<file path="src/rtl/adc_pkg.sv">
// Shared widths, scan FSM state encoding and result record for the ADC scan scheduler.
package adc_pkg;

    localparam int ADC_W = 12;
    localparam int CH_W  = 3;
    localparam int ACC_W = 14;

    typedef enum logic [2:0] {
        IDLE,
        SELECT,
        REQ,
        WAIT_DONE,
        STORE,
        NEXT
    } scan_state_t;

    typedef struct packed {
        logic [CH_W-1:0]  ch;
        logic [ADC_W-1:0] data;
    } adc_result_t;

    function automatic logic [CH_W-1:0] lowest_ch(input logic [7:0] mask);
        logic found;
        lowest_ch = '0;
        found     = 1'b0;
        for (int unsigned i = 0; i < 8; i++) begin
            if (mask[i] && !found) begin
                lowest_ch = CH_W'(i);
                found     = 1'b1;
            end
        end
    endfunction

endpackage

</file>
<file path="src/rtl/adc_scan_timer.sv">
// Free-running scan period timer: one-cycle tick every max(period,2) cycles while enabled.
module adc_scan_timer (
    input  logic        clk,
    input  logic        reset_n,
    input  logic        enable,
    input  logic [15:0] period,
    output logic        tick
);

    logic [15:0] cnt;
    logic [15:0] last;

    // >= rather than == so a period shortened below the current count wraps at once
    always_comb begin
        last = (period < 16'd2) ? 16'd1 : period - 16'd1;
        tick = enable && (cnt >= last);
    end

    always_ff @(posedge clk or negedge reset_n) begin
        if (!reset_n) begin
            cnt <= '0;
        end else if (!enable || tick) begin
            cnt <= '0;
        end else begin
            cnt <= cnt + 16'd1;
        end
    end

endmodule

</file>
<file path="src/rtl/adc_scan_scheduler.sv">
// Periodic multi-channel ADC scan sequencer with sticky overrun and conversion-timeout flags.
// Define ADC_SCAN_AVG_EN to convert each channel four times and report the truncated average.
module adc_scan_scheduler
    import adc_pkg::*;
#(
    parameter int NUM_CH  = 8,
    parameter int TIMEOUT = 1024
) (
    input  logic             clk,
    input  logic             reset_n,
    input  logic             enable,
    input  logic [15:0]      period,
    input  logic [7:0]       ch_mask,
    input  logic             ovr_clr,
    output logic             conv_req,
    output logic [CH_W-1:0]  conv_ch,
    input  logic             conv_done,
    input  logic [ADC_W-1:0] conv_data,
    output logic             res_valid,
    output logic [CH_W-1:0]  res_ch,
    output logic [ADC_W-1:0] res_data,
    output logic             scan_done,
    output logic             busy,
    output logic             overrun,
    output logic             timeout_err
);

    localparam logic [7:0]  CH_VALID = 8'((1 << NUM_CH) - 1);
    localparam logic [31:0] TMO_LAST = 32'(TIMEOUT - 1);

    scan_state_t      state, state_nxt;
    logic             tick;
    logic [7:0]       scan_mask, start_mask, remaining;
    logic [CH_W-1:0]  cur_ch;
    logic [31:0]      tcnt;
    logic             waiting, tmo_hit, last_conv;
    logic [ADC_W-1:0] done_data;
    adc_result_t      result;

    adc_scan_timer u_timer (
        .clk     (clk),
        .reset_n (reset_n),
        .enable  (enable),
        .period  (period),
        .tick    (tick)
    );

    always_comb begin
        start_mask = ch_mask & CH_VALID;
        remaining  = scan_mask & ~(8'b1 << cur_ch);
        waiting    = (state == REQ) || (state == WAIT_DONE);
        tmo_hit    = waiting && !conv_done && (tcnt == TMO_LAST);
    end

`ifdef ADC_SCAN_AVG_EN
    logic [ACC_W-1:0] acc, acc_sum;
    logic [1:0]       avg_cnt;

    always_comb begin
        acc_sum   = acc + ACC_W'(conv_data);
        last_conv = (avg_cnt == 2'd3);
        done_data = acc_sum[ACC_W-1:2];
    end

    always_ff @(posedge clk or negedge reset_n) begin
        if (!reset_n) begin
            acc     <= '0;
            avg_cnt <= '0;
        end else if (state == NEXT || (waiting && conv_done && last_conv)) begin
            acc     <= '0;
            avg_cnt <= '0;
        end else if (waiting && conv_done) begin
            acc     <= acc_sum;
            avg_cnt <= avg_cnt + 2'd1;
        end
    end
`else
    always_comb begin
        last_conv = 1'b1;
        done_data = conv_data;
    end
`endif

    always_comb begin
        state_nxt = state;
        conv_req  = waiting;
        busy      = (state != IDLE);
        res_valid = (state == STORE);
        scan_done = 1'b0;
        case (state)
            IDLE:      if (tick && start_mask != '0) state_nxt = SELECT;
            SELECT:    state_nxt = REQ;
            // Intermediate averaging samples re-enter SELECT so conv_req drops for a cycle
            REQ, WAIT_DONE: begin
                if (conv_done)    state_nxt = last_conv ? STORE : SELECT;
                else if (tmo_hit) state_nxt = NEXT;
                else              state_nxt = WAIT_DONE;
            end
            STORE:     state_nxt = NEXT;
            NEXT: begin
                if (enable && remaining != '0) begin
                    state_nxt = SELECT;
                end else begin
                    state_nxt = IDLE;
                    scan_done = enable;
                end
            end
            default:   state_nxt = IDLE;
        endcase
    end

    always_ff @(posedge clk or negedge reset_n) begin
        if (!reset_n) begin
            state       <= IDLE;
            scan_mask   <= '0;
            cur_ch      <= '0;
            tcnt        <= '0;
            result      <= '0;
            overrun     <= 1'b0;
            timeout_err <= 1'b0;
        end else begin
            state <= state_nxt;
            case (state)
                IDLE:   if (tick && start_mask != '0) scan_mask <= start_mask;
                SELECT: begin
                    cur_ch <= lowest_ch(scan_mask);
                    tcnt   <= '0;
                end
                REQ, WAIT_DONE: begin
                    if (conv_done) begin
                        if (last_conv) result <= '{ch: cur_ch, data: done_data};
                    end else begin
                        tcnt <= tcnt + 32'd1;
                    end
                end
                NEXT:   scan_mask <= remaining;
                default: ;
            endcase
            if (tick && busy) overrun <= 1'b1;
            else if (ovr_clr) overrun <= 1'b0;
            if (tmo_hit)      timeout_err <= 1'b1;
            else if (ovr_clr) timeout_err <= 1'b0;
        end
    end

    assign conv_ch  = cur_ch;
    assign res_ch   = result.ch;
    assign res_data = result.data;

endmodule
</file>
<file path="config.mk">
export PLATFORM = sky130hd
export DESIGN_NAME = adc_scan_scheduler
export DESIGN_NICKNAME = d
export VERILOG_FILES = /design/src/rtl/adc_pkg.sv /design/src/rtl/adc_scan_timer.sv /design/src/rtl/adc_scan_scheduler.sv
export SDC_FILE = /design/constraint.sdc
export NUM_CORES = 1
export LEC_CHECK = 0
export ABC_AREA = 1
export CAP_MARGIN = 20
export CELL_PAD_IN_SITES_DETAIL_PLACEMENT = 0
export CELL_PAD_IN_SITES_GLOBAL_PLACEMENT = 1
export CORE_MARGIN = 3
export CORE_UTILIZATION = 37
export CTS_CLUSTER_SIZE = 24
export DETAILED_ROUTE_END_ITERATION = 10
export GPL_ROUTABILITY_DRIVEN = 0
export PLACE_DENSITY = 0.88
export SKIP_CTS_REPAIR_TIMING = 1
export SLEW_MARGIN = 20
export SYNTH_ARGS = -nofsm -noshare
export SYNTH_HDL_FRONTEND = slang
export SYNTH_SLANG_ARGS = --single-unit
</file>
<file path="constraint.sdc">
create_clock -name clk -period 1.65 [get_ports clk]
set_input_delay 0.33 -clock clk [delete_from_list [all_inputs] [get_ports clk]]
set_output_delay 0.33 -clock clk [all_outputs]
set_load 0.005 [all_outputs]
</file>
==> run metrics <==
status complete, but fails checks; failing checks setup timing; # clock sinks 79; Worst-Skew Late Latency 340 ps; setup TNS -21100 ps; FF+latch count, synth 79; most frequent cells in the layout nand2_1 (164), buf_4 (122), dfrtp_1 (73), inv_1 (72), nor2_1 (64); kind of critical path input pin to flop; FF-to-FF Start state[0]; vias per cell 5.09; Final setup viols 29; PwrDens 1060 nW/µm²; Worst Path Required 1870 ps; Peak VDD IR 0.745 mV; crit path capture scan_mask[7]; cells after synthesis 708; # nets final 968; residual DRC count 0; die area 15500 µm²; largest net degree at the start of global routing 40; starting DRC count in detailed routing 248; Remaining Overflow, GRT 0; # rows 42; min Tclk post-route 2560 ps; post-synthesis instance area 5190 µm²; Crit path arrival time 2780 ps; H-tree depth 3; HP Class input pin to async pin; CP Capture Type flop; DR WL/cell 14.0 µm; max_cap viols 0; Reg2Reg Depth 8; Die X 124 µm; router iterations before antenna repair 5; hpwl dp 11200 µm; Hold Violations, Final 0; DRT antenna net count 0; Root Buffer clkbuf_16; Clk pin slew, worst setup/hold paths 60 ps; Routed WL 15200 µm; slew of the pin with the lowest slew margin 647 ps; most common cell after layout, fill and taps aside nand2_1; Critical R2R Capture scan_mask[5]; Seq/Total Area, Yosys 0.381; Worst setup startpoint period[4]; fmax 391 MHz; startpoint class of the critical path input pin; Buffers on Ports 64; CP max FO 8; num ports 65; fin cells 1089; Post-synth ARST share 1.00; final worst slack -908 ps; global-route wire length before repair 24500 µm; Core Area 13500 µm²; post-synthesis net count 768; CTS tree done; Final Skew 6.13 ps; Post-synth EDFFs 0; Slew Limit Fails 0; unrepaired setup endpoints after global routing true; DIE HEIGHT 124 µm; vias 5547; Max clock buf depth 2; main flop type after synthesis dfrtp_1; syn_area_per_cell 7.33 µm²; worst hold-check slack 471 ps; GRT Overall Usage 0.186; Syn. warnings 0; Initial Util 0.384; vias in the first global route 5311; antenna violations before repair 0; placed insts 1049; fin crit share 1.55; diodes inserted 0; Rel. slew slack 0.568; Area growth syn-to-layout 51.8%; total CTS buffers 9; layout cells sized above 1 0.325; setup slack, reg-to-reg -250 ps; static leakage 3.80 nW; Unique masters post-synth 43
registers in the layout, summed over array words and instances, names as in the netlist:
name and flops:
scan_mask 8, tcnt 32, state 3, res_data 12, overrun 1, conv_ch 3
u_timer.cnt 16, timeout_err 1, res_ch 3
area by class of cell:
type | count | area, µm²
timing repair buffer | 200 | 1790
fill | 1163 | 5630
clock buffer | 10 | 239
clock inverter | 6 | 83.8
sequential | 79 | 1980
multi-input combinational | 531 | 3230
tap | 176 | 220
inverter | 87 | 332
metal layers:
layer  share of wire  GRT usage
met3           0.040     0.0343
met2            0.50      0.313
met5               0          0
met4           0.028     0.0748
met1            0.43      0.237
worst max-delay path, stage by stage:
cell     delay (ps)
buf_8           100
nor2_4          110
inv_2            70
nor2_4           90
inv_2            60
nor4_4          280
nand2_2         110
nor2_4          150
nand2_1          60
nand2_1          50
nand3_1          60
ha_1            320
nand2_1          90
inv_1            50
nor2_2           90
o21ai_2          70
a21oi_2         160
nand2_2         110
nand4_4         110
nand2_4         110
nand2_2         130
nand2_2          50
cells in the mapped netlist (2+ instances only):
cell	count	area, µm²
nor3_2	2	20.0
nor2_1	87	327
nand3_4	2	35.0
nand3_2	2	20.0
o21ai_1	3	15.0
dfrtp_1	79	1980
nand4_1	24	150
a21oi_1	26	130
nor3b_1	6	45.0
buf_2	9	45.0
a31oi_1	2	12.5
ha_1	19	238
nand3b_1	3	22.5
nor2_4	3	33.8
nand3_1	48	240
nor4_1	13	81.3
mux2_2	12	135
nor2_2	3	18.8
inv_2	4	15.0
o21bai_1	2	15.0
clkbuf_1	2	7.51
nand2_1	177	664
inv_1	81	304
xor2_1	5	43.8
nand2_4	4	45.0
nor2_8	2	40.0
nor3_1	19	95.1
o21ai_0	46	230
nand2_2	3	18.8
or2_2	7	43.8
logic make-up after synthesis:
logic type               after synthesis  share of synthesized area
multiplexers                          12                     0.0260
XOR/XNOR                               6                     0.0101
AND/OR/NAND/NOR                      409                      0.377
flip-flops                            79                      0.381
adder cells (fa/ha/maj)               19                     0.0458
AO/OA/AOI/OAI                         85                     0.0870
buffers and inverters                 98                     0.0733
worst min-delay path by stage:
stage / startpoint / endpoint / slack (ps) / cells after the start
6_report: reset_n / u_timer.cnt[15] / 470 / 2
5_1_grt: reset_n / u_timer.cnt[5] / 500 / 2
4_1_cts: reset_n / u_timer.cnt[5] / -70 / 1
3_5_place_dp: reset_n / u_timer.cnt[12] / 290 / 1
3_3_place_gp: reset_n / u_timer.cnt[14] / 280 / 1
2_1_floorplan: reset_n / conv_ch[0] / 30 / 0
power by group:
| group | internal (mW) | total [mW] | switching, mW |
|---|---|---|---|
| Clock | 1.36 | 2.15 | 0.788 |
| Combinational | 1.91 | 3.61 | 1.70 |
| Sequential | 2.32 | 2.61 | 0.291 |
| Total | 5.59 | 8.37 | 2.78 |
through the flow:
stage	utilization	setup slack [ps]	power [mW]	cell area, µm²
final	0.583	-908	8.37	7880
after global routing	0.583	-1100	8.86	7880
after CTS	0.540	-1140	7.90	7290
after detailed placement	0.516	-1470	5.70	6970
after global placement	0.516	-1360	5.58	6970
after floorplan	-	-693	3.92	5290
Note: power is estimated with default switching activity, not from simulation.
